### config.mk
export PLATFORM = sky130hd
export DESIGN_NAME = global_mem_arbiter_flat
export DESIGN_NICKNAME = d
export VERILOG_FILES = /design/src/rtl/global_mem_arbiter_pkg.sv /design/src/rtl/global_mem_arbiter_if.sv /design/src/rtl/global_mem_arbiter_rr_arbiter.sv /design/src/rtl/global_mem_arbiter.sv /design/src/flat_wrapper.sv
export SDC_FILE = /design/constraint.sdc
export NUM_CORES = 1
export LEC_CHECK = 0
export CAP_MARGIN = 30
export CELL_PAD_IN_SITES_DETAIL_PLACEMENT = 2
export CELL_PAD_IN_SITES_GLOBAL_PLACEMENT = 2
export CORE_ASPECT_RATIO = 0.9
export CORE_MARGIN = 3
export CORE_UTILIZATION = 32
export DETAILED_ROUTE_END_ITERATION = 16
export DONT_BUFFER_PORTS = 1
export PLACE_DENSITY = 0.78
export SYNTH_ARGS = -nofsm -noshare
export SYNTH_HDL_FRONTEND = slang
export SYNTH_SLANG_ARGS = --single-unit
### constraint.sdc
create_clock -name clk -period 2.3 [get_ports clk]
set_input_delay 0.46 -clock clk [delete_from_list [all_inputs] [get_ports clk]]
set_output_delay 0.46 -clock clk [all_outputs]
set_load 0.02 [all_outputs]
### src/rtl/global_mem_arbiter_pkg.sv
// Shared constants and small helpers for the global memory arbiter.
// No timing of its own; pure elaboration-time definitions.
// No flow control here; see global_mem_arbiter for the handshake.
package global_mem_arbiter_pkg;

    // Default build sizing for the global memory and its requesters.
    localparam int GMEM_NUM_REQ    = 2;
    localparam int GMEM_ADDR_WIDTH = 8;
    localparam int GMEM_DATA_WIDTH = 32;
    localparam int GMEM_DEPTH      = 256;

    // Pointer width for a round-robin over n requesters (never zero).
    function automatic int gmem_ptr_width(input int n);
        return (n > 1) ? $clog2(n) : 1;
    endfunction

    // Requester that gets first priority after idx has been served.
    function automatic int gmem_rr_next(input int idx, input int n);
        return (idx + 1) % n;
    endfunction

endpackage

### src/rtl/global_mem_arbiter_if.sv
// Requester-side handshake plus the global memory port bundle.
// Wires only; no latency.
// slave = arbiter view, master = requesters/memory view.
interface global_mem_arbiter_if
    import global_mem_arbiter_pkg::*;
#(
    parameter int NUM_REQ    = GMEM_NUM_REQ,
    parameter int ADDR_WIDTH = GMEM_ADDR_WIDTH,
    parameter int DATA_WIDTH = GMEM_DATA_WIDTH
) ();
    logic [NUM_REQ-1:0]            req_vld;
    logic [NUM_REQ-1:0]            req_rdy;
    logic [NUM_REQ-1:0]            req_we;
    logic [NUM_REQ*ADDR_WIDTH-1:0] req_addr;
    logic [NUM_REQ*DATA_WIDTH-1:0] req_wdata;
    logic [NUM_REQ-1:0]            rsp_vld;
    logic [DATA_WIDTH-1:0]         rsp_data;
    logic [ADDR_WIDTH-1:0]         mem_rd_addr;
    logic [DATA_WIDTH-1:0]         mem_rd_data;
    logic                          mem_we;
    logic [ADDR_WIDTH-1:0]         mem_wr_addr;
    logic [DATA_WIDTH-1:0]         mem_wr_data;
    logic                          err_oob;

    modport slave (
        input  req_vld, req_we, req_addr, req_wdata, mem_rd_data,
        output req_rdy, rsp_vld, rsp_data, mem_rd_addr, mem_we,
               mem_wr_addr, mem_wr_data, err_oob
    );

    modport master (
        output req_vld, req_we, req_addr, req_wdata, mem_rd_data,
        input  req_rdy, rsp_vld, rsp_data, mem_rd_addr, mem_we,
               mem_wr_addr, mem_wr_data, err_oob
    );
endinterface

### src/rtl/global_mem_arbiter_rr_arbiter.sv
// Round-robin pick: first requester at or above ptr (wrapping) wins.
// Purely combinational, zero latency.
// No backpressure; gnt is zero when nobody requests.
module global_mem_arbiter_rr_arbiter
    import global_mem_arbiter_pkg::*;
#(
    parameter int NUM_REQ = GMEM_NUM_REQ,
    parameter int PTR_W   = gmem_ptr_width(GMEM_NUM_REQ)
) (
    input  logic [NUM_REQ-1:0] req,
    input  logic [PTR_W-1:0]   ptr,
    output logic [NUM_REQ-1:0] gnt,
    output logic [PTR_W-1:0]   gnt_idx,
    output logic               gnt_any
);
    logic [PTR_W-1:0] cidx;

    // Scan the request vector from ptr upward; the first set bit wins.
    always_comb begin
        gnt     = '0;
        gnt_idx = '0;
        gnt_any = 1'b0;
        cidx    = '0;
        for (int k = 0; k < NUM_REQ; k++) begin
            cidx = PTR_W'((int'(ptr) + k) % NUM_REQ);
            if (!gnt_any && req[cidx]) begin
                gnt[cidx] = 1'b1;
                gnt_idx   = cidx;
                gnt_any   = 1'b1;
            end
        end
    end
endmodule

### src/rtl/global_mem_arbiter.sv
// Round-robin share of global memory between NUM_REQ requesters (GMEM_BOUNDS_CHECK_EN adds range check).
// Writes land at the next edge; read data returns exactly 1 cycle after grant.
// Only arbitration stalls a requester; the memory accepts one transfer every cycle.
module global_mem_arbiter
    import global_mem_arbiter_pkg::*;
#(
    parameter int NUM_REQ    = GMEM_NUM_REQ,
    parameter int ADDR_WIDTH = GMEM_ADDR_WIDTH,
    parameter int DATA_WIDTH = GMEM_DATA_WIDTH,
    parameter int DEPTH      = GMEM_DEPTH
) (
    input  logic                clk,
    input  logic                rst,
    global_mem_arbiter_if.slave bus
);
    localparam int PTR_W = gmem_ptr_width(NUM_REQ);

    if (NUM_REQ < 2 || NUM_REQ > 4) begin : g_bad_num_req
        $error("global_mem_arbiter: NUM_REQ must be 2..4");
    end
    if (DEPTH < 1 || DEPTH > (1 << ADDR_WIDTH)) begin : g_bad_depth
        $error("global_mem_arbiter: DEPTH must fit in ADDR_WIDTH");
    end

    logic [PTR_W-1:0]      rr_ptr;
    logic [NUM_REQ-1:0]    gnt;
    logic [PTR_W-1:0]      gnt_idx;
    logic                  gnt_any;
    logic [PTR_W-1:0]      sel_idx;
    logic [ADDR_WIDTH-1:0] sel_addr;
    logic [DATA_WIDTH-1:0] sel_wdata;
    logic                  sel_we;
    logic                  rd_xfer;
    logic                  wr_xfer;
    logic                  oob;
    logic [NUM_REQ-1:0]    rsp_vld_q;
    logic [DATA_WIDTH-1:0] rsp_data_q;
    logic                  err_oob_q;

    global_mem_arbiter_rr_arbiter #(
        .NUM_REQ (NUM_REQ),
        .PTR_W   (PTR_W)
    ) u_rr_arbiter (
        .req     (bus.req_vld),
        .ptr     (rr_ptr),
        .gnt     (gnt),
        .gnt_idx (gnt_idx),
        .gnt_any (gnt_any)
    );

    // With no grant the mux parks on rr_ptr's requester so the read address stays quiet.
    assign sel_idx   = gnt_any ? gnt_idx : rr_ptr;
    assign sel_addr  = bus.req_addr[sel_idx*ADDR_WIDTH +: ADDR_WIDTH];
    assign sel_wdata = bus.req_wdata[sel_idx*DATA_WIDTH +: DATA_WIDTH];
    assign sel_we    = bus.req_we[sel_idx];

    assign rd_xfer = gnt_any && !sel_we;
    assign wr_xfer = gnt_any && sel_we;

`ifdef GMEM_BOUNDS_CHECK_EN
    // Out-of-range requests are still accepted but must not touch memory.
    assign oob = gnt_any && (32'(sel_addr) >= 32'(DEPTH));
`else
    assign oob = 1'b0;
`endif

    assign bus.req_rdy     = gnt;
    assign bus.mem_rd_addr = sel_addr;
    assign bus.mem_we      = wr_xfer && !rst && !oob;
    assign bus.mem_wr_addr = sel_addr;
    assign bus.mem_wr_data = sel_wdata;
    assign bus.rsp_vld     = rsp_vld_q;
    assign bus.rsp_data    = rsp_data_q;
    assign bus.err_oob     = err_oob_q;

    // Pointer advance past the winner, read-response capture and error pulse.
    always_ff @(posedge clk) begin
        if (rst) begin
            rr_ptr     <= '0;
            rsp_vld_q  <= '0;
            rsp_data_q <= '0;
            err_oob_q  <= 1'b0;
        end else begin
            if (gnt_any) begin
                rr_ptr <= PTR_W'(gmem_rr_next(int'(gnt_idx), NUM_REQ));
            end
            rsp_vld_q <= rd_xfer ? gnt : '0;
            if (rd_xfer) begin
                rsp_data_q <= oob ? '0 : bus.mem_rd_data;
            end
            err_oob_q <= oob;
        end
    end
endmodule

### src/flat_wrapper.sv
// flat-port wrapper written by rule: the top's interface ports become plain ports
module global_mem_arbiter_flat import global_mem_arbiter_pkg::*;
#(
    parameter int NUM_REQ    = GMEM_NUM_REQ,
    parameter int ADDR_WIDTH = GMEM_ADDR_WIDTH,
    parameter int DATA_WIDTH = GMEM_DATA_WIDTH,
    parameter int DEPTH      = GMEM_DEPTH
)
  (clk, rst, bus_req_vld, bus_req_we, bus_req_addr, bus_req_wdata, bus_mem_rd_data, bus_req_rdy, bus_rsp_vld, bus_rsp_data, bus_mem_rd_addr, bus_mem_we, bus_mem_wr_addr, bus_mem_wr_data, bus_err_oob);
  global_mem_arbiter_if #(.NUM_REQ(NUM_REQ), .ADDR_WIDTH(ADDR_WIDTH), .DATA_WIDTH(DATA_WIDTH)) bus_i ();
  input  logic clk;
  input  logic rst;
  input wire logic [$bits(bus_i.req_vld)-1:0] bus_req_vld;
  input wire logic [$bits(bus_i.req_we)-1:0] bus_req_we;
  input wire logic [$bits(bus_i.req_addr)-1:0] bus_req_addr;
  input wire logic [$bits(bus_i.req_wdata)-1:0] bus_req_wdata;
  input wire logic [$bits(bus_i.mem_rd_data)-1:0] bus_mem_rd_data;
  output wire logic [$bits(bus_i.req_rdy)-1:0] bus_req_rdy;
  output wire logic [$bits(bus_i.rsp_vld)-1:0] bus_rsp_vld;
  output wire logic [$bits(bus_i.rsp_data)-1:0] bus_rsp_data;
  output wire logic [$bits(bus_i.mem_rd_addr)-1:0] bus_mem_rd_addr;
  output wire logic [$bits(bus_i.mem_we)-1:0] bus_mem_we;
  output wire logic [$bits(bus_i.mem_wr_addr)-1:0] bus_mem_wr_addr;
  output wire logic [$bits(bus_i.mem_wr_data)-1:0] bus_mem_wr_data;
  output wire logic [$bits(bus_i.err_oob)-1:0] bus_err_oob;
  assign bus_i.req_vld = bus_req_vld;
  assign bus_i.req_we = bus_req_we;
  assign bus_i.req_addr = bus_req_addr;
  assign bus_i.req_wdata = bus_req_wdata;
  assign bus_i.mem_rd_data = bus_mem_rd_data;
  assign bus_req_rdy = bus_i.req_rdy;
  assign bus_rsp_vld = bus_i.rsp_vld;
  assign bus_rsp_data = bus_i.rsp_data;
  assign bus_mem_rd_addr = bus_i.mem_rd_addr;
  assign bus_mem_we = bus_i.mem_we;
  assign bus_mem_wr_addr = bus_i.mem_wr_addr;
  assign bus_mem_wr_data = bus_i.mem_wr_data;
  assign bus_err_oob = bus_i.err_oob;
  global_mem_arbiter #(.NUM_REQ(NUM_REQ), .ADDR_WIDTH(ADDR_WIDTH), .DATA_WIDTH(DATA_WIDTH), .DEPTH(DEPTH)) u_core (.clk(clk), .rst(rst), .bus(bus_i));
endmodule
; Word level (Yosys, flattened, before mapping)
; Cells that the tools add are included.
[totals]
output_inout_bits = 86
word_cells = 41
register_bits = 35
input_bits = 118
[classes]
add_sub_neg = 2
reduce_logical = 10
bitwise = 2
n_mux = 17
magnitude_cmp = 5
shift = 2
[ops]
columns = operator, count
row1 = indexed part select 64 x 7 -> 32 bit, 1
row2 = indexed part select 16 x 5 -> 8 bit, 1
row3 = 2-to-1 mux 1 bit, 13
row4 = logical AND 1 bit, 6
row5 = < comparator 1 x 2 -> 1 bit (second input constant), 3
row6 = 2-to-1 mux 2 bit, 2
row7 = zero test 1 bit, 3
row8 = adder 1 bit (second input constant), 2
row9 = demux 1 bit (select 1 bit), 2
row10 = greater-or-equal comparator 1 bit (second input constant), 2
row11 = OR 2 bit, 1
row12 = OR reduction 2 bit, 1
row13 = NOT 1 bit, 1

; Logic depth before layout (Yosys ltp)
; Gate-level depths: netlist (run 1).
[logic_depth]
ltp_word = 13
ltp_mapped = 5
depth_no_buf = 3

; Cells and area by module
; A second synthesis (run 1) with hierarchy kept.
[unflattened]
cells_unflattened = 216
hier_area_um2 = 2316.0
[modules_own_cells]
columns = mod, instances, cells_per_inst, area_each_um2
row1 = global_mem_arbiter, 1, 211, 2283.4
row2 = global_mem_arbiter_rr_arbiter, 1, 5, 32.5

; Worst setup path after synthesis (run 1)
; OpenSTA, ideal clock, no wires.
[synth_timing]
kind = input -> output
from = in bus_req_vld[0]
to = out bus_mem_wr_addr[0]
path_slack_ns = 0.252
path_stages = 5
t_required_ns = 1.840
arrival_ns = 1.588
path_buffers = 2
path_cell_list = inv_2 maj3_2 buf_2 mux2_1 buf_4
[synth_between]
elab_chain_cells = 8
elab_cells_between_ends = 12
cone_classes = shift (1) / mux (9) / reduce/logical (2)
[synth_lines]
columns = element, line_no
row1 = "start, declared", flat_wrapper.sv:13  ; input wire logic [$bits(bus_i.req_vld)-1:0] bus_req_vld;
row2 = 2-to-1 mux 1 bit (not written as such) (2 in series), global_mem_arbiter_rr_arbiter.sv:26  ; if (!gnt_any && req[cidx]) begin
row3 = 2-to-1 mux 1 bit, global_mem_arbiter_rr_arbiter.sv:26
row4 = zero test 1 bit, global_mem_arbiter_rr_arbiter.sv:26
row5 = logical AND 1 bit, global_mem_arbiter_rr_arbiter.sv:26
row6 = 2-to-1 mux 1 bit, global_mem_arbiter_rr_arbiter.sv:26
row7 = 2-to-1 mux 1 bit *, global_mem_arbiter.sv:52  ; assign sel_idx = gnt_any ? gnt_idx : rr_ptr;
row8 = indexed part select 16 x 5 -> 8 bit *, global_mem_arbiter.sv:53  ; assign sel_addr = bus.req_addr[sel_idx*ADDR_WIDTH +: ADDR_WIDTH];
row9 = "end, declared", flat_wrapper.sv:23  ; output wire logic [$bits(bus_i.mem_wr_addr)-1:0] bus_mem_wr_addr;
; Every way passes the cells marked *; elsewhere a longest branch is shown, timed or not. The select of a mux whose other input is x is not followed.

; Final worst setup path (run 1)
[layout_timing]
from = reg u_core.rr_ptr
to = out bus_mem_wr_addr[6]
[layout_between]
elab_chain_cells = 8
elab_cells_between_ends = 13
cone_classes = add/sub (1) / shift (1) / mux (9) / reduce/logical (2)
[layout_lines]
columns = element, line_no
row1 = "start, declared", global_mem_arbiter.sv:25  ; logic [PTR_W-1:0] rr_ptr;
row2 = "start signal, assigned", global_mem_arbiter.sv:85  ; rr_ptr <= PTR_W'(gmem_rr_next(int'(gnt_idx), NUM_REQ));
row3 = 2-to-1 mux 1 bit (not written as such) (2 in series), global_mem_arbiter_rr_arbiter.sv:26
row4 = 2-to-1 mux 1 bit, global_mem_arbiter_rr_arbiter.sv:26
row5 = zero test 1 bit, global_mem_arbiter_rr_arbiter.sv:26
row6 = logical AND 1 bit, global_mem_arbiter_rr_arbiter.sv:26
row7 = 2-to-1 mux 1 bit, global_mem_arbiter_rr_arbiter.sv:26
row8 = 2-to-1 mux 1 bit *, global_mem_arbiter.sv:52
row9 = indexed part select 16 x 5 -> 8 bit *, global_mem_arbiter.sv:53
; Marked as above.

==> results of run 1 <==
through the flow:
stage	utilization, %	setup slack (ps)	instances
3_3_place_gp	34.0	330	277
5_1_grt	35.5	55.3	285
3_5_place_dp	34.0	318	277
6_report	35.5	151	285
4_1_cts	35.5	123	285
2_1_floorplan	-	252	210
routing by layer:
layer	vias up	routed length [um]
met5	-	0
met4	0	42
met3	6	866
met2	98	3530
met1	705	2190
li1	660	-
area by class of cell:
type,count,area (sq um),share of cell area (%)
multi-input cells,149,1280,56.9
flip-flops and latches,35,701,31.2
well taps,87,109,4.85
clock buffers,6,82.6,3.68
repair buffers,3,47.5,2.12
clock inverters,2,16.3,0.725
inverters,3,11.3,0.502
placed cells by master (no fill, tap or decap), drive strengths merged:
cell type	instances
and2	1
clkinv	1
nor2	2
maj3	1
nand2b	65
or2b	1
nor3b	1
a32oi	2
mux2i	32
inv	3
mux2	40
conb	1
nand2	1
a21boi	1
clkinvlp	1
buf	3
dfxtp	35
clkbuf	6
a21oi	1
Yosys cell counts:
master / count / area [sq um]
inv_1: 2 / 7.51
and2_1: 1 / 6.26
conb_1: 1 / 3.75
buf_12: 3 / 60.1
a21boi_2: 1 / 11.3
a32oi_1: 1 / 8.76
maj3_2: 1 / 11.3
a21oi_1: 1 / 5.00
nor3b_1: 1 / 7.51
mux2i_1: 32 / 320
nor2_1: 2 / 7.51
mux2_1: 40 / 450
inv_2: 1 / 3.75
buf_2: 4 / 20.0
nand2_1: 1 / 3.75
or2b_1: 1 / 7.51
nand2b_1: 65 / 407
dfxtp_1: 35 / 701
buf_4: 9 / 67.6
a32oi_4: 1 / 27.5
clkbuf_1: 7 / 26.3
sequential cells by signal, indices dropped and copies added (netlist names):
register             cells
u_core.bus.rsp_data     32
u_core.bus.rsp_vld       2
u_core.rr_ptr            1
where the power goes:
group          switching [uW]  internal (uW)  leakage, uW
combinational             228            132     0.000580
clock                     236            245    0.0000474
sequential               82.9            649     0.000288
path summary, 6_finish.rpt:
check / from / end / slack (ps) / depth (start not counted)
max: u_core.rr_ptr / bus_mem_wr_addr[6] / 150 / 3
max reg2reg: u_core.rr_ptr / u_core.bus.rsp_data[22] / 780 / 4
min reg2reg: u_core.bus.rsp_data[24] / u_core.bus.rsp_data[24] / 580 / 2
min: rst / u_core.rr_ptr / 240 / 1
cells by family (layout without fill, tap and decap cells):
kind of cell	after synthesis	after routing	share of synthesized area (%)
muxes	72	72	35.6
and+or+nand+nor	71	71	20.3
DFF	35	35	32.4
buffers and inverters	26	14	8.56
AOI/OAI and AO/OA	4	4	2.43
adders and majority gates	1	1	0.520
other	1	1	0.173
worst max-delay path, delay by kind of cell (launching register included):
family,cells,cell delay [ps]
adder cells (fa/ha/maj),1,340
buffers and inverters,1,190
flip-flops,1,350
multiplexers,1,510
==> reports/metrics.yaml, run 1 <==
grt_pass1_wl_mm: 9.49
slew_viol_final: 0
fmaxAchievable_mhz: 465
powerDensity_mw_per_mm2: 700
critPathKind: "reg -> out"
status: "finished, final reports clean"
crit_path_max_fanout: 40
hold_buffers: 0
grt.total_usage_pct: 15.9
htree_levels: 2
synth.avg_cell_area_sq_um: 10.3
grtUsageMet3_pct: 8.57
synth.ff_latch_count: 35
coreArea_sq_mm: 0.00632
critPathLaunchType: "flop"
synth_fp_nets: 328
die_w_um: 92.7
drive_gt1_share_pct: 7.58
slowest_delay_ps: 510
post_cts_buffers: 0
endpoint_kind: "output port"
gp_congestion: 0.796
wl_per_cell_um: 23.2
hold_slack_ps: 243
vias: 1469
clock_sinks: 35
grt_start_max_net_pins: 69
use_met2_pct: 28.7
syn_area_sq_mm: 0.00216
place_hpwl_mm: 5.38
cts.repair.resized: 0
rows: 27
dr.pass1.iters: 2
drtAntennaViolNets: 0
design_area_sq_mm: 0.00224
fin_skew_ps: 4.65
grt_overflow: 0
io_pins: 204
ir_drop_mv: 0.309
path_cells: "maj3_2 > buf_12 > mux2_1"
die_h_um: 84
post-route-period-util_pct: 93.4
die-area_sq_mm: 0.00778
hold_viol: 0
numCtsBuffers: 5
via_per_inst: 5.15
drv_cap: 0
grt_pass1_vias: 1535
drcViolationCount: 0
setup_violations: 0
worst_ep_required_time_ps: 1840
crit_arrival_ps: 1690
clockBufferDepth: 2
clk_latency_ps: 280
ys_seq_area_share_pct: 32.4
layout_min_cycle_time_ps: 2150
drt_iter0_drc: 26
critPathSlowestCell: "mux2_1"
diodes: 0
postSynthCellCount: 210
drt_wl_total_mm: 6.63
root_buffer: "clkbuf_8"
filler_cell_count: 701
path_clk_slew_ps: 80
rsz0062_at_grt: "no"
layout.nets: 315
yosysWarnings: 0
grt.busiest_layer: "met2"
placed_area_sq_mm: 0.00215
areaGrowthSynthToFinish_pct: 3.76
synth_cell_type_count: 21
cellLeakagePower_uw: 0.000915
start_util_pct: 34.2
io_buffers: 0
grt_use_met1_pct: 16.3
hp-class: "in -> reg"
antenna_found_initial: 0
p_total_uw: 1570
cts_tree: "built"
tns_ps: 0
Power figures use the tool's default switching activity.
==> inputs of run 2 (changes only) <==
--- a/config.mk
+++ b/config.mk
@@ -5,7 +5,7 @@
 export SDC_FILE = /design/constraint.sdc
 export NUM_CORES = 1
 export LEC_CHECK = 0
-export CAP_MARGIN = 30
+export CAP_MARGIN = 20
 export CELL_PAD_IN_SITES_DETAIL_PLACEMENT = 2
 export CELL_PAD_IN_SITES_GLOBAL_PLACEMENT = 2
 export CORE_ASPECT_RATIO = 0.9
==> results of run 2 <==
Same layout as run 1: the final DEF is identical, and so are final timing and power.
